### config.mk
export PLATFORM = sky130hd
export DESIGN_NAME = frame_pixel_streamer
export DESIGN_NICKNAME = d
export VERILOG_FILES = /design/src/rtl/pixel_xfer_pkg.sv /design/src/rtl/fsp_rewind_ctrl.sv /design/src/rtl/frame_pixel_streamer.sv
export SDC_FILE = /design/constraint.sdc
export NUM_CORES = 1
export LEC_CHECK = 0
export ABC_CLOCK_PERIOD_IN_PS = 2020
export CAP_MARGIN = 20
export CORE_MARGIN = 2
export CORE_UTILIZATION = 32
export DETAILED_ROUTE_END_ITERATION = 6
export GPL_TIMING_DRIVEN = 0
export HOLD_SLACK_MARGIN = 0.1
export PLACE_DENSITY = 0.59
export SLEW_MARGIN = 10
export SYNTH_ARGS = -nofsm -noshare
export SYNTH_HDL_FRONTEND = slang
export SYNTH_SLANG_ARGS = --single-unit
### constraint.sdc
create_clock -name vga_clk -period 2.02 [get_ports vga_clk]
set_clock_uncertainty 0.15 [all_clocks]
set_input_delay 0.505 -clock vga_clk [delete_from_list [all_inputs] [get_ports vga_clk]]
set_output_delay 0.505 -clock vga_clk [all_outputs]
set_load 0.05 [all_outputs]
### src/rtl/pixel_xfer_pkg.sv
// Shared types and defaults for the camera-frame pixel transfer path.
package pixel_xfer_pkg;

    localparam int PIX_W     = 16;
    localparam int H_RES_DEF = 640;
    localparam int V_RES_DEF = 480;

    typedef logic [PIX_W-1:0] pixel_t;

    typedef enum logic [2:0] {
        IDLE,
        LOAD,
        FETCH,
        WAIT_DATA,
        HOLD,
        DONE
    } fsp_state_t;

endpackage

### src/rtl/fsp_rewind_ctrl.sv
// Holds rd_load high for LOAD_CYCLES cycles after start; done marks the last one.
module fsp_rewind_ctrl #(
    parameter int LOAD_CYCLES = 4
) (
    input  logic vga_clk,
    input  logic rst_n,
    input  logic start,
    output logic rd_load,
    output logic done
);

    localparam int CW = (LOAD_CYCLES > 1) ? $clog2(LOAD_CYCLES) : 1;

    logic [CW-1:0] cnt;

    assign done = rd_load && (cnt == CW'(LOAD_CYCLES - 1));

    always_ff @(posedge vga_clk) begin
        if (!rst_n) begin
            rd_load <= 1'b0;
            cnt     <= '0;
        end else if (start) begin
            rd_load <= 1'b1;
            cnt     <= '0;
        end else if (done) begin
            rd_load <= 1'b0;
            cnt     <= '0;
        end else if (rd_load) begin
            cnt <= cnt + 1'b1;
        end
    end

endmodule

### src/rtl/frame_pixel_streamer.sv
// Pulls one frame from the SDRAM read FIFO and presents it pixel by pixel
// to the downstream transfer stage, advancing on get_next_pix.
module frame_pixel_streamer #(
    parameter int H_RES       = pixel_xfer_pkg::H_RES_DEF,
    parameter int V_RES       = pixel_xfer_pkg::V_RES_DEF,
    parameter int PIX_W       = pixel_xfer_pkg::PIX_W,
    parameter int LOAD_CYCLES = 4,
    parameter int CNT_W       = $clog2(H_RES * V_RES)
) (
    input  logic             vga_clk,
    input  logic             rst_n,
    input  logic             capture_start,
    output logic             rd_load,
    output logic             fifo_rdreq,
    input  logic [PIX_W-1:0] fifo_q,
    input  logic             fifo_rdempty,
    input  logic             get_next_pix,
    output logic [PIX_W-1:0] pixel_data,
    output logic             pix_rdy,
    output logic             img_done,
    output logic             frame_active,
    output logic [CNT_W-1:0] pix_index,
    output logic             err_underrun
);

    import pixel_xfer_pkg::*;

    localparam logic [CNT_W-1:0] LAST_IDX = CNT_W'(H_RES * V_RES - 1);

    fsp_state_t state;
    logic       accept;
    logic       load_done;

    assign accept = capture_start && (state == IDLE || state == DONE);

    fsp_rewind_ctrl #(.LOAD_CYCLES(LOAD_CYCLES)) u_rewind (
        .vga_clk (vga_clk),
        .rst_n   (rst_n),
        .start   (accept),
        .rd_load (rd_load),
        .done    (load_done)
    );

    always_ff @(posedge vga_clk) begin
        if (!rst_n) begin
            state        <= IDLE;
            fifo_rdreq   <= 1'b0;
            pixel_data   <= '0;
            pix_rdy      <= 1'b0;
            img_done     <= 1'b0;
            frame_active <= 1'b0;
            pix_index    <= '0;
            err_underrun <= 1'b0;
        end else begin
            fifo_rdreq <= 1'b0;
            case (state)
                IDLE, DONE: begin
                    if (accept) begin
                        state        <= LOAD;
                        pix_index    <= '0;
                        pix_rdy      <= 1'b0;
                        img_done     <= 1'b0;
                        err_underrun <= 1'b0;
                        frame_active <= 1'b1;
                    end
                end
                LOAD: begin
                    if (get_next_pix) err_underrun <= 1'b1;
                    if (load_done) state <= FETCH;
                end
                FETCH: begin
                    if (get_next_pix) err_underrun <= 1'b1;
                    if (!fifo_rdempty) begin
                        fifo_rdreq <= 1'b1;
                        state      <= WAIT_DATA;
                    end
                end
                WAIT_DATA: begin
                    if (get_next_pix) err_underrun <= 1'b1;
                    // rdreq is registered, so the first WAIT_DATA cycle is the
                    // pop itself; fifo_q is valid only on the following cycle.
                    if (!fifo_rdreq) begin
                        pixel_data <= fifo_q;
                        pix_rdy    <= 1'b1;
                        state      <= HOLD;
                    end
                end
                HOLD: begin
                    if (get_next_pix) begin
                        pix_rdy <= 1'b0;
                        if (pix_index == LAST_IDX) begin
                            state        <= DONE;
                            img_done     <= 1'b1;
                            frame_active <= 1'b0;
                        end else begin
                            pix_index <= pix_index + 1'b1;
                            state     <= FETCH;
                        end
                    end
                end
                default: state <= IDLE;
            endcase
        end
    end

endmodule
==> results of run 1 <==
-- power breakdown --
group / leakage [uW] / total, uW / switching [uW] / internal [uW]
sequential: 0.000380 / 962 / 31.3 / 930
clock: 0.0000665 / 788 / 342 / 446
combinational: 0.000875 / 337 / 193 / 144
total: 0.00132 / 2090 / 566 / 1520
-- final cells by class --
class	instances	share of cell area, %
Inverter	5	0.558
Buffer	12	2.60
Timing Repair Buffer	75	20.2
Clock buffer	6	2.79
Multi-Input combinational cell	206	41.0
Clock inverter	2	1.15
Tap cell	96	3.57
Sequential cell	46	28.1
-- routing by layer --
| layer | vias up | part of all wire [%] | GRT usage, % |
|---|---|---|---|
| met5 | - | 0 | 0 |
| met4 | 0 | 1.6 | 4.55 |
| met3 | 10 | 5.4 | 3.64 |
| li1 | 1162 | - | - |
| met1 | 1100 | 47 | 22.8 |
| met2 | 61 | 46 | 26.1 |
-- what timing repair did --
item                                    CTS  global route
setup buffers                             6             7
resized for setup                        57            21
endpoints found under the setup margin   60            34
pin swaps                                 4            10
gates cloned                              1             1
-- placed cells by master, fill, tap and decap left out, types with 5 or more instances in the layout --
master	instances
a21oi_1	20
a221o_1	5
buf_4	15
clkbuf_8	5
clkdlybuf4s50_1	17
dfxtp_1	31
dfxtp_2	13
dlygate4sd2_1	40
nand2_1	50
nand2b_1	6
nand3_1	8
nand4_1	9
nor2_1	9
nor3_1	9
nor4_1	6
o21ai_0	7
o22a_1	10
-- kinds of logic after synthesis --
kind of cell,Yosys count,synth area share [%]
AND/OR/NAND/NOR,133,31.3
multiplexers,2,0.933
flip-flops,46,40.4
AO/OA/AOI/OAI,68,22.4
adder cells (fa/ha/maj),2,1.10
buffers and inverters,17,3.89
-- metrics by stage --
| stage | utilization [%] | hold slack, ps | cells |
|---|---|---|---|
| floorplan | - | 300 | 268 |
| global placement | 44.4 | 292 | 425 |
| detailed placement | 44.4 | 298 | 425 |
| CTS | 47.2 | 306 | 440 |
| global route | 49.2 | 324 | 448 |
| finish | 49.2 | 305 | 448 |
-- flip-flops by register name, summed over array words and instances (netlist names) --
signal            flops
err_underrun          1
fifo_rdreq            1
frame_active          1
img_done              1
pix_index            19
pix_rdy               1
pixel_data           16
state                 3
u_rewind.cnt          2
u_rewind.rd_load      1
-- worst paths after layout --
kind,to,cells after the start
worst max-delay path,pix_index[15],1
worst min-delay path,pixel_data[13],2
worst max register to register,state[1],8
worst min register to register,pixel_data[13],2
==> results.txt, run 1 <==
The maximum clock rate came out at 0.505 GHz. The post-layout net count is 374. During synthesis, Yosys emitted a total of 0 warnings.

The wire length of the first global-routing pass is 10300 um. The synthesized area per cell came out at 8.51 um^2. The routed wire length is 6480 um. The run finished with clean final reports. The final hold violation count is 0. The pin count of the biggest net entering global routing came out at 16. The x dimension of the die is 88.4 um. For this block, the via count after detailed routing is 2333. The worst setup slack after layout is 38.3 ps. The transition time at the pin with the least slew margin is 514 ps. The worst hold-check path type is flip-flop to flip-flop. The violation count after the first detailed-route iteration came out at 128. The slowest stage of the critical path is the dlygate4sd2_1 cell. The effective utilization at floorplan came out at 33.4%. Ranked by instance count, the synthesized netlist is headed by nand2_1, dfxtp_1, a21oi_1, nor2_1. The worst setup path is launched from a flip-flop.

The number of detailed-routing iterations run before antenna repair is 4. The post-route antenna net violation count came out at 0. The count of fill cells added during filler insertion came out at 687. The number of max-capacitance violations reported is 0. The final routed DRC violation total is 0. Counting along the longest clock path gives a buffer depth of 2.

The number of sinks handled by clock tree synthesis is 46. The most frequent cell after synthesis is nand2_1. The top-area cell type share of the netlist area came out at 40.4%.

The timing startpoint of the critical path is pix_index[15]. The finished layout cell area came out at 0.00336 mm^2. The post-synthesis instance total is 268.

The area taken by flip-flops and latches is 945 um^2. The flip-flop and latch count after synthesis came out at 46. The commonest register cell after synthesis is dfxtp_1. The endpoint arrival time on the critical path came out at 1330 ps.

The die span in y is 88.4 um. The H-tree was split into 2 levels. The number of buffers inserted during clock tree synthesis came out at 5. In the routed layout, each cell is associated on average with a via count of 5.21.

The kind of cell with the highest combined delay along the critical path is buffers and inverters. The leakage power is 0.00132 uW. The fraction of the cycle the final worst path needs came out at 98.1%. The number of failing setup endpoints in the final timing report is 0. Synthesis produced a netlist with a net count of 291. In the final routed layout, each cell accounts on average for 14.5 um. The sum of internal, switching and leakage power is 2090 uW.

The initial antenna violation count came to 0. The share of synthesized area occupied by flip-flops and latches came out at 40.4%. Detailed placement ended at an HPWL of 4290 um. The combined global-route utilization of all metal layers is 16.5%. The worst setup timing slack at the placement stage came out at -899 ps. The clock network latency to the later pin of the worst-skew pair is 310 ps. The stage delay of the slowest cell on the critical path came out at 560 ps. Dividing total power by cell area gives a power density of 620 mW/mm^2. The number of global-route vias before repair is 2115.

The biggest area contributor in the post-synthesis netlist is dfxtp_1. The total cell area at the placement stage is 0.00303 mm^2. TritonCTS built the clock tree. The layout overhead on the synthesized area came out at 47.4%. The routability congestion estimate came out at 0.811. Clock tree synthesis selected as its root buffer the cell clkbuf_8. The number of library cell types mapped by synthesis came out at 60. The worst register-to-register path has a setup slack of 60 ps. The maximum net fanout on the critical path came out at 7. The worst path required time came out at 1360 ps. Cells with a size suffix above 1 make up 21.6% of the layout.

The critical path in this run is classified as flip-flop to primary output. The floorplan step defined a core boundary enclosing 0.00683 mm^2. The clock transition at the registers of the reported paths is 90 ps. The worst hold path startpoint is pixel_data[13]. The setup TNS came out at 0 ps. The count of buffers added on input and output ports is 61. The final global-route overflow total came out at 0. The multi-input combinational cell area is 0.00138 mm^2. In this run the cell area of the synthesized design comes to 0.00228 mm^2. The number of pins with negative max-slew slack in the final report is 0.

The critical register-to-register path startpoint is state[0]. The routed design could run at a clock period as short as 1980 ps. The count of hold buffers inserted by post-cts repair is 0. The antenna diode instance count is 0. In this run the tightest slew margin relative to its limit is 65.9%. Setup repair after global routing could not meet its margin everywhere. The number of placed I/O pins is 62. The share of async-settable or async-resettable flops after synthesis came out at 0%.

The die covers 0.00782 mm^2. The peak supply drop came out at 0.000408 V. The signal on the critical path passes through dlygate4sd2_1. The number of buffers and inverters on the critical path is 1. After synthesis, the cell types taking the most area are dfxtp_1, nand2_1, a21oi_1, o22a_1, nand4_1. The number of standard-cell rows in the floorplan came out at 30. The number of enable flip-flop cells after synthesis is 0. STA classifies the critical path endpoint as a primary output.
Note: power is estimated with default switching activity, not from simulation.
==> inputs of run 2 (changes only) <==
- CORE_MARGIN: 2 -> 4
==> run 2 against run 1 <==
  * Worst setup slack worse by 6.2 ps
  * Total power fell by 9.7%
  * Via count is 4.2% lower
  * Routed wire length down 4.2%
  * Largest power group unchanged
  * Highest routed layer unchanged
  * First-iteration DRC count fell by 10%
==> results.txt, run 2 (synthesized netlist as in run 1, its figures left out) <==
The number of failing setup endpoints in the final timing report came out at 0 (unchanged). The worst register-to-register path begins at state[1]. The sequential group share of total power is 51.0% (+4.9 points).

The final critical path time including I/O delays and setup is 1990 ps (+6.16 ps). The die area came to 0.00854 mm^2 (+9.3%). The routed via count divided by cell count came out at 5.09 (-2.3%).

The number of buffers inserted during clock tree synthesis was 5 (unchanged). The worst setup slack after layout is 32.2 ps (-6.16 ps). In this run the worst hold path is classified as flip-flop to flip-flop. In the layout the commonest cells are nand2_1, dlygate4sd2_1, dfxtp_1.

The count of buffers inserted at the top-level ports was 61 (unchanged). The count of hold buffers inserted by post-cts repair came to 0 (unchanged). The part of the power in the clock network was 32.7% (-5.1 points). The setup TNS came out at 0 ps (unchanged). The combined global-route utilization of all metal layers is 14.6% (-1.9 points). The endpoint identified for the worst register-to-register timing path is state[0]. The cell class contributing the biggest share of worst-path delay is buffers and inverters.

The wire length of the first global-routing pass came out at 10300 um (-0.14%). The maximum count of clock buffers along a single path is 2 (unchanged). The violation count after the first detailed-route iteration came out at 115 (-10%). The peak supply drop came out at 0.000256 V (-37%). The layout overhead on the synthesized area came out at 41.2%. The depth of the most critical reg-to-reg path is 6 (-2).

The level count of the clock H-tree came out at 2 (unchanged). The placed wire-length estimate is 4460 um (+3.8%). Among all stages on the critical path, the largest delay is contributed by dlygate4sd2_1. The flow ran to the end, and the final reports show no timing, DRC or antenna violations. The fraction of power spent switching nets is 30.1% (+3.0 points). The multi-input combinational cell area is 0.00134 mm^2 (-2.6%). The post-layout net count came out at 365 (-2.4%). The hold slack is 308 ps (+3.01 ps). The endpoint arrival time on the critical path is 1330 ps (about the same). The final routed DRC violation total came out at 0 (unchanged).

The routed wirelength normalized by instance count came to 14.1 um (-2.2%). The remaining max-slew budget at the tightest pin came out at 66.2% (+0.26 points). CTS placed an instance of clkbuf_8 at the clock tree root. The number of flip-flops in the largest register is 19 (unchanged).

The setup path with the least slack is of type flip-flop to primary output. The count of fill cells added during filler insertion is 679 (-1.2%). The finished layout cell area was 0.00322 mm^2 (-4.2%). The core box area came out at 0.00687 mm^2 (+0.55%). Leaving out fill and tap cells, the most frequent cell in the layout is nand2_1. TritonCTS built the clock tree.

The number of cells in the finished layout apart from fillers is 439 (-2.0%). The number of placed I/O pins came out at 62 (unchanged). The antenna diode instance count is 0 (unchanged). The worst setup path is launched from a flip-flop. The number of sinks handled by clock tree synthesis is 46 (unchanged). The maximum clock rate is 0.503 GHz (-0.31%).

The worst path required time was 1360 ps (about the same). The post-route antenna net violation count was 0 (unchanged). The number of pins with negative max-slew slack in the final report came out at 0 (unchanged). The post-placement cell count is 425 (unchanged). The initial antenna violation count came out at 0 (unchanged). The register-to-register setup slack came out at 60 ps (about the same). The critical path buffer and inverter count came out at 1 (unchanged). The logic gate share of total power is 16.3% (about the same). The clock network latency to the later pin of the worst-skew pair came out at 310 ps (about the same). The total cell area at the placement stage was 0.00303 mm^2 (unchanged). The fraction of final layout cells sized beyond drive strength 1 came out at 18.4% (-3.2 points). The ratio of total power to cell area came out at 585 mW/mm^2 (-5.7%). The routability congestion estimate came to 0.812 (+0.15%). The leakage power is 0.00126 uW (-5.0%).

The timing startpoint of the critical path is pix_index[15]. The number of max-capacitance violations reported was 0 (unchanged). The power spent charging and discharging nets is 568 uW (+0.38%). The startpoint identified for the worst hold timing path is pixel_data[2].

The number of stages on the worst hold path came out at 2 (unchanged). Traced cell by cell, the critical path runs through dlygate4sd2_1. The area taken by flip-flops and latches came out at 942 um^2 (-0.26%). The stage delay of the slowest cell on the critical path came out at 570 ps (about the same).

The total number of vias is 2234 (-4.2%). The number of global-route vias before repair is 2098 (-0.80%). The number of detailed-routing iterations run before antenna repair came out at 4 (unchanged). The worst setup timing slack at the placement stage came out at -855 ps (+44.4 ps).

The x dimension of the die came out at 92.4 um (+4.5%). The fraction of the cycle the final worst path needs is 98.4% (+0.31 points). Setup repair after global routing could not meet its margin everywhere. The final global-route overflow total is 0 (unchanged). The effective utilization at floorplan came out at 33.2% (-0.18 points). The largest registers in the layout are pix_index: 19 flops, pixel_data: 16 flops, state: 3 flops. The internal power came to 1320 uW (-13%). The die span in y is 92.4 um (+4.5%).

The pin count of the biggest net entering global routing is 18 (+2). The destination of the worst hold path is pixel_data[2]. The sort of element at the end of the critical path is a primary output. The routed wire length came to 6210 um (-4.2%). The transition time at the pin with the least slew margin came out at 510 ps (-3.97 ps). The final hold violation count is 0 (unchanged).

The clock transition at the registers of the reported paths came out at 100 ps (about the same). The number of standard-cell rows in the floorplan came out at 30 (unchanged). pix_index holds more flip-flops than any other register. The maximum net fanout on the critical path was 7 (unchanged).
## run 2: stage by stage
step / total power, uW / util [%]
2_1_floorplan: 1170 / -
6_report: 1880 / 46.9
4_1_cts: 1910 / 46.1
5_1_grt: 1960 / 46.9
3_5_place_dp: 1290 / 44.2
3_3_place_gp: 1290 / 44.2
## run 2: how the worst max path moves through the flow
stage	endpoint	slack (ps)	cells past startpoint
finish	pix_index[15]	30	1
global route	state[0]	-50	6
CTS	pix_index[3]	10	7
detailed placement	pix_index[17]	-850	6
global placement	pix_index[17]	-860	6
floorplan	pix_index[18]	10	6
## run 2: timing repair
item                                   in CTS  in global routing
resized for setup                          56                  9
cloned                                      0                  0
setup endpoints to repair                  60                 33
setup buffers                               4                  2
endpoints found under the hold margin       0                  0
pin swaps                                   4                  1
## run 2: metal layers
layer  vias up  routed length [um]  global-route usage [%]
li1       1139                   -                       -
met1      1035                2860                    18.9
met2        49                2920                    23.1
met3        11                 298                    3.41
met4         0                 131                    6.31
met5         -                   0                       0
## run 2: area by class of cell
class | count | area share (%)
Buffer | 12 | 2.41
Clock inverter | 3 | 0.816
Inverter | 5 | 0.583
Tap cell | 96 | 3.73
Multi-Input combinational cell | 205 | 41.7
Clock buffer | 5 | 2.14
Sequential cell | 46 | 29.3
Timing Repair Buffer | 67 | 19.3
## run 2: power by group through the flow
stage	registers, uW	clock network (uW)	logic, uW
floorplan	1040	0	133
global placement	982	0	303
detailed placement	982	0	304
CTS	961	644	304
global route	966	665	331
finish	961	615	308
==> inputs of run 3 (changes only) <==
- DONT_BUFFER_PORTS: default -> 1
- PLACE_DENSITY: 0.59 -> 0.47
==> run 3 against run 2 <==
  * Non-clock buffer count shrank 54
  * Critical path depth rose by 6
  * Via count fell by 7.0%
  * Total power decreased by 3.5%
  * Maximum frequency fell by 1.6%
  * Clock power barely moved
  * Die area unchanged
  * Global-route usage is 0.40 points lower
  * Critical path type is now flip-flop to flip-flop
  * First-iteration DRC count decreased by 13%
  * Cell count decreased by 12%
  * Cell area is 13% lower
  * Utilization is 6.3 points lower
  * Largest cell class unchanged
==> results.txt, run 3 (synthesized netlist as in run 1, its figures left out) <==
The number of detailed-routing iterations run before antenna repair was 4 (unchanged). The routed via count divided by cell count was 5.39 (+6.0%). The peak supply drop came out at 0.000284 V (+11%).

The ratio of total power to cell area was 653 mW/mm^2 (+12%). The area taken by flip-flops and latches is 985 um^2 (+4.5%). The violation count after the first detailed-route iteration came out at 100 (-13%). The post-route antenna net violation count came out at 0 (unchanged). The number of max-capacitance violations reported came out at 0 (unchanged).

The layout overhead on the synthesized area is 22.2%. The routability congestion estimate is 0.757 (-6.8%). The length of routed met2 wiring came out at 2870 um (-1.5%). The most common cell after layout, fill and taps aside is nand2_1.

The worst setup path category is flip-flop to flip-flop. The fraction of final layout cells sized beyond drive strength 1 is 27.3% (+9.0 points). The post-layout net count came to 311 (-15%). The effective utilization at floorplan was 33.2% (unchanged). The endpoint arrival time on the critical path came out at 2110 ps (+780 ps). The clock tree from TritonCTS is done. The hold slack is 163 ps (-146 ps). The met3 layer wire length in the routed design is 438 um (+47%). The combined global-route utilization of all metal layers is 14.2% (-0.40 points). The count of buffers inserted at the top-level ports was 0 (-100%). The multi-input combinational cell area came out at 0.00135 mm^2 (+0.47%).

The final critical path time including I/O delays and setup came out at 2020 ps (+32.1 ps). The clock network latency to the later pin of the worst-skew pair came out at 310 ps (about the same). The maximum count of clock buffers along a single path was 2 (unchanged). The sum of internal, switching and leakage power is 1820 uW (-3.5%). The routed wire length came out at 6260 um (+0.85%). The wire length of the first global-routing pass came out at 9850 um (-4.3%). The final routed DRC violation total is 0 (unchanged). The remaining max-slew budget at the tightest pin is 57.4% (-8.8 points).

The total number of vias is 2077 (-7.0%). The number of sinks handled by clock tree synthesis is 46 (unchanged). The placed wire-length estimate came out at 4340 um (-2.6%). The number of pins with negative max-slew slack in the final report was 0 (unchanged).

The antenna diode instance count was 0 (unchanged). The min-delay analysis places its worst path in the category input port to flip-flop. The worst setup slack after layout was 0.0864 ps (-32.1 ps). In this run the top signal layer used is met4. The worst setup timing slack at the placement stage was -369 ps (+486 ps). The number of buffers inserted during clock tree synthesis is 5 (unchanged). The initial antenna violation count is 0 (unchanged). The run finished with clean final reports. The leakage power is 0.000900 uW (-28%). The routed wirelength normalized by instance count is 16.3 um (+15%). The maximum net fanout on the critical path came out at 10 (+3). The die span in y is 92.4 um (unchanged). The count of fill cells added during filler insertion is 705 (+3.8%). The maximum clock rate came out at 0.495 GHz (-1.6%).

The number of global-route vias before repair is 1979 (-5.7%). The x dimension of the die came out at 92.4 um (unchanged). The core box area came out at 0.00687 mm^2 (unchanged). The utilization of the core after routing is 40.6% (-6.3 points). The clock transition at the registers of the reported paths came to 100 ps (about the same).

The final hold violation count was 0 (unchanged). The worst setup path is captured at a flip-flop. The number of flip-flops in the largest register is 19 (unchanged). Setup repair after global routing could not meet its margin everywhere. The number of standard-cell rows in the floorplan is 30 (unchanged). The die area was 0.00854 mm^2 (unchanged). The largest registers in the layout are pix_index: 19 flops, pixel_data: 16 flops, state: 3 flops. The number of failing setup endpoints in the final timing report came out at 0 (unchanged).

The number of placed I/O pins came out at 62 (unchanged). STA classifies the critical path startpoint as a flip-flop. In the layout the commonest cells are nand2_1, dfxtp_1, a21oi_1.

The transition time at the pin with the least slew margin came out at 638 ps (+128 ps). The wire length the detailed router placed on met1 is 2900 um (+1.4%). The pin count of the biggest net entering global routing is 17 (-1). The fraction of the cycle the final worst path needs was 100% (+1.6 points). The worst path required time is 2110 ps (+750 ps).

The level count of the clock H-tree is 2 (unchanged). More flip-flops sit in one register than any other, and that register is pix_index. Clock tree synthesis selected as its root buffer the cell clkbuf_8. The final global-route overflow total is 0 (unchanged).
## run 3: per-layer routing
metal | vias to the layer above | GRT usage (%)
li1 | 1044 | -
met1 | 977 | 18.1
met2 | 52 | 22.5
met3 | 4 | 5.12
met4 | 0 | 4.21
met5 | - | 0
## run 3: area by class of cell
cell class / count / area share, %
multi-input combinational: 205 / 48.5
sequential: 46 / 35.3
timing repair buffer: 13 / 4.67
tap: 96 / 4.31
buffer: 12 / 3.19
clock buffer: 5 / 2.47
clock inverter: 3 / 0.898
inverter: 5 / 0.674
## run 3: power breakdown
part	total, uW	switching, uW	leakage [uW]	internal [uW]
clock network	612	361	0.0000447	251
logic	188	102	0.000469	86.0
registers	1020	99.8	0.000387	919
## run 3: final timing paths
check,start,to,slack [ps],depth (start not counted)
worst min register to register,u_rewind.cnt[1],u_rewind.cnt[1],340,2
worst max-delay path,pix_index[0],pix_index[2],0.09,7
worst min-delay path,fifo_q[12],pixel_data[12],160,2
worst max register to register,pix_index[0],pix_index[2],0.09,7
## run 3: metrics by stage
step	cell area [um^2]	cells	setup TNS, ps
CTS	2650	378	-4.75
global route	2790	385	-757
global placement	2420	364	-5590
finish	2790	385	0
detailed placement	2420	364	-5810
floorplan	2300	268	0
## run 3: repair_timing
item,CTS,global route
buffers inserted,6,6
setup endpoints to repair,32,32
endpoints found under the hold margin,0,1
resized for setup,29,19
pin swaps,5,8
hold buffers,0,1
## run 3: critical path, stage by stage, from the launching register on
cell     delay [ps]
dfxtp_4         510
ha_4            190
and4_4          250
nand3_4         100
or2_4           260
a21oi_4         190
buf_6           170
o22a_1          130
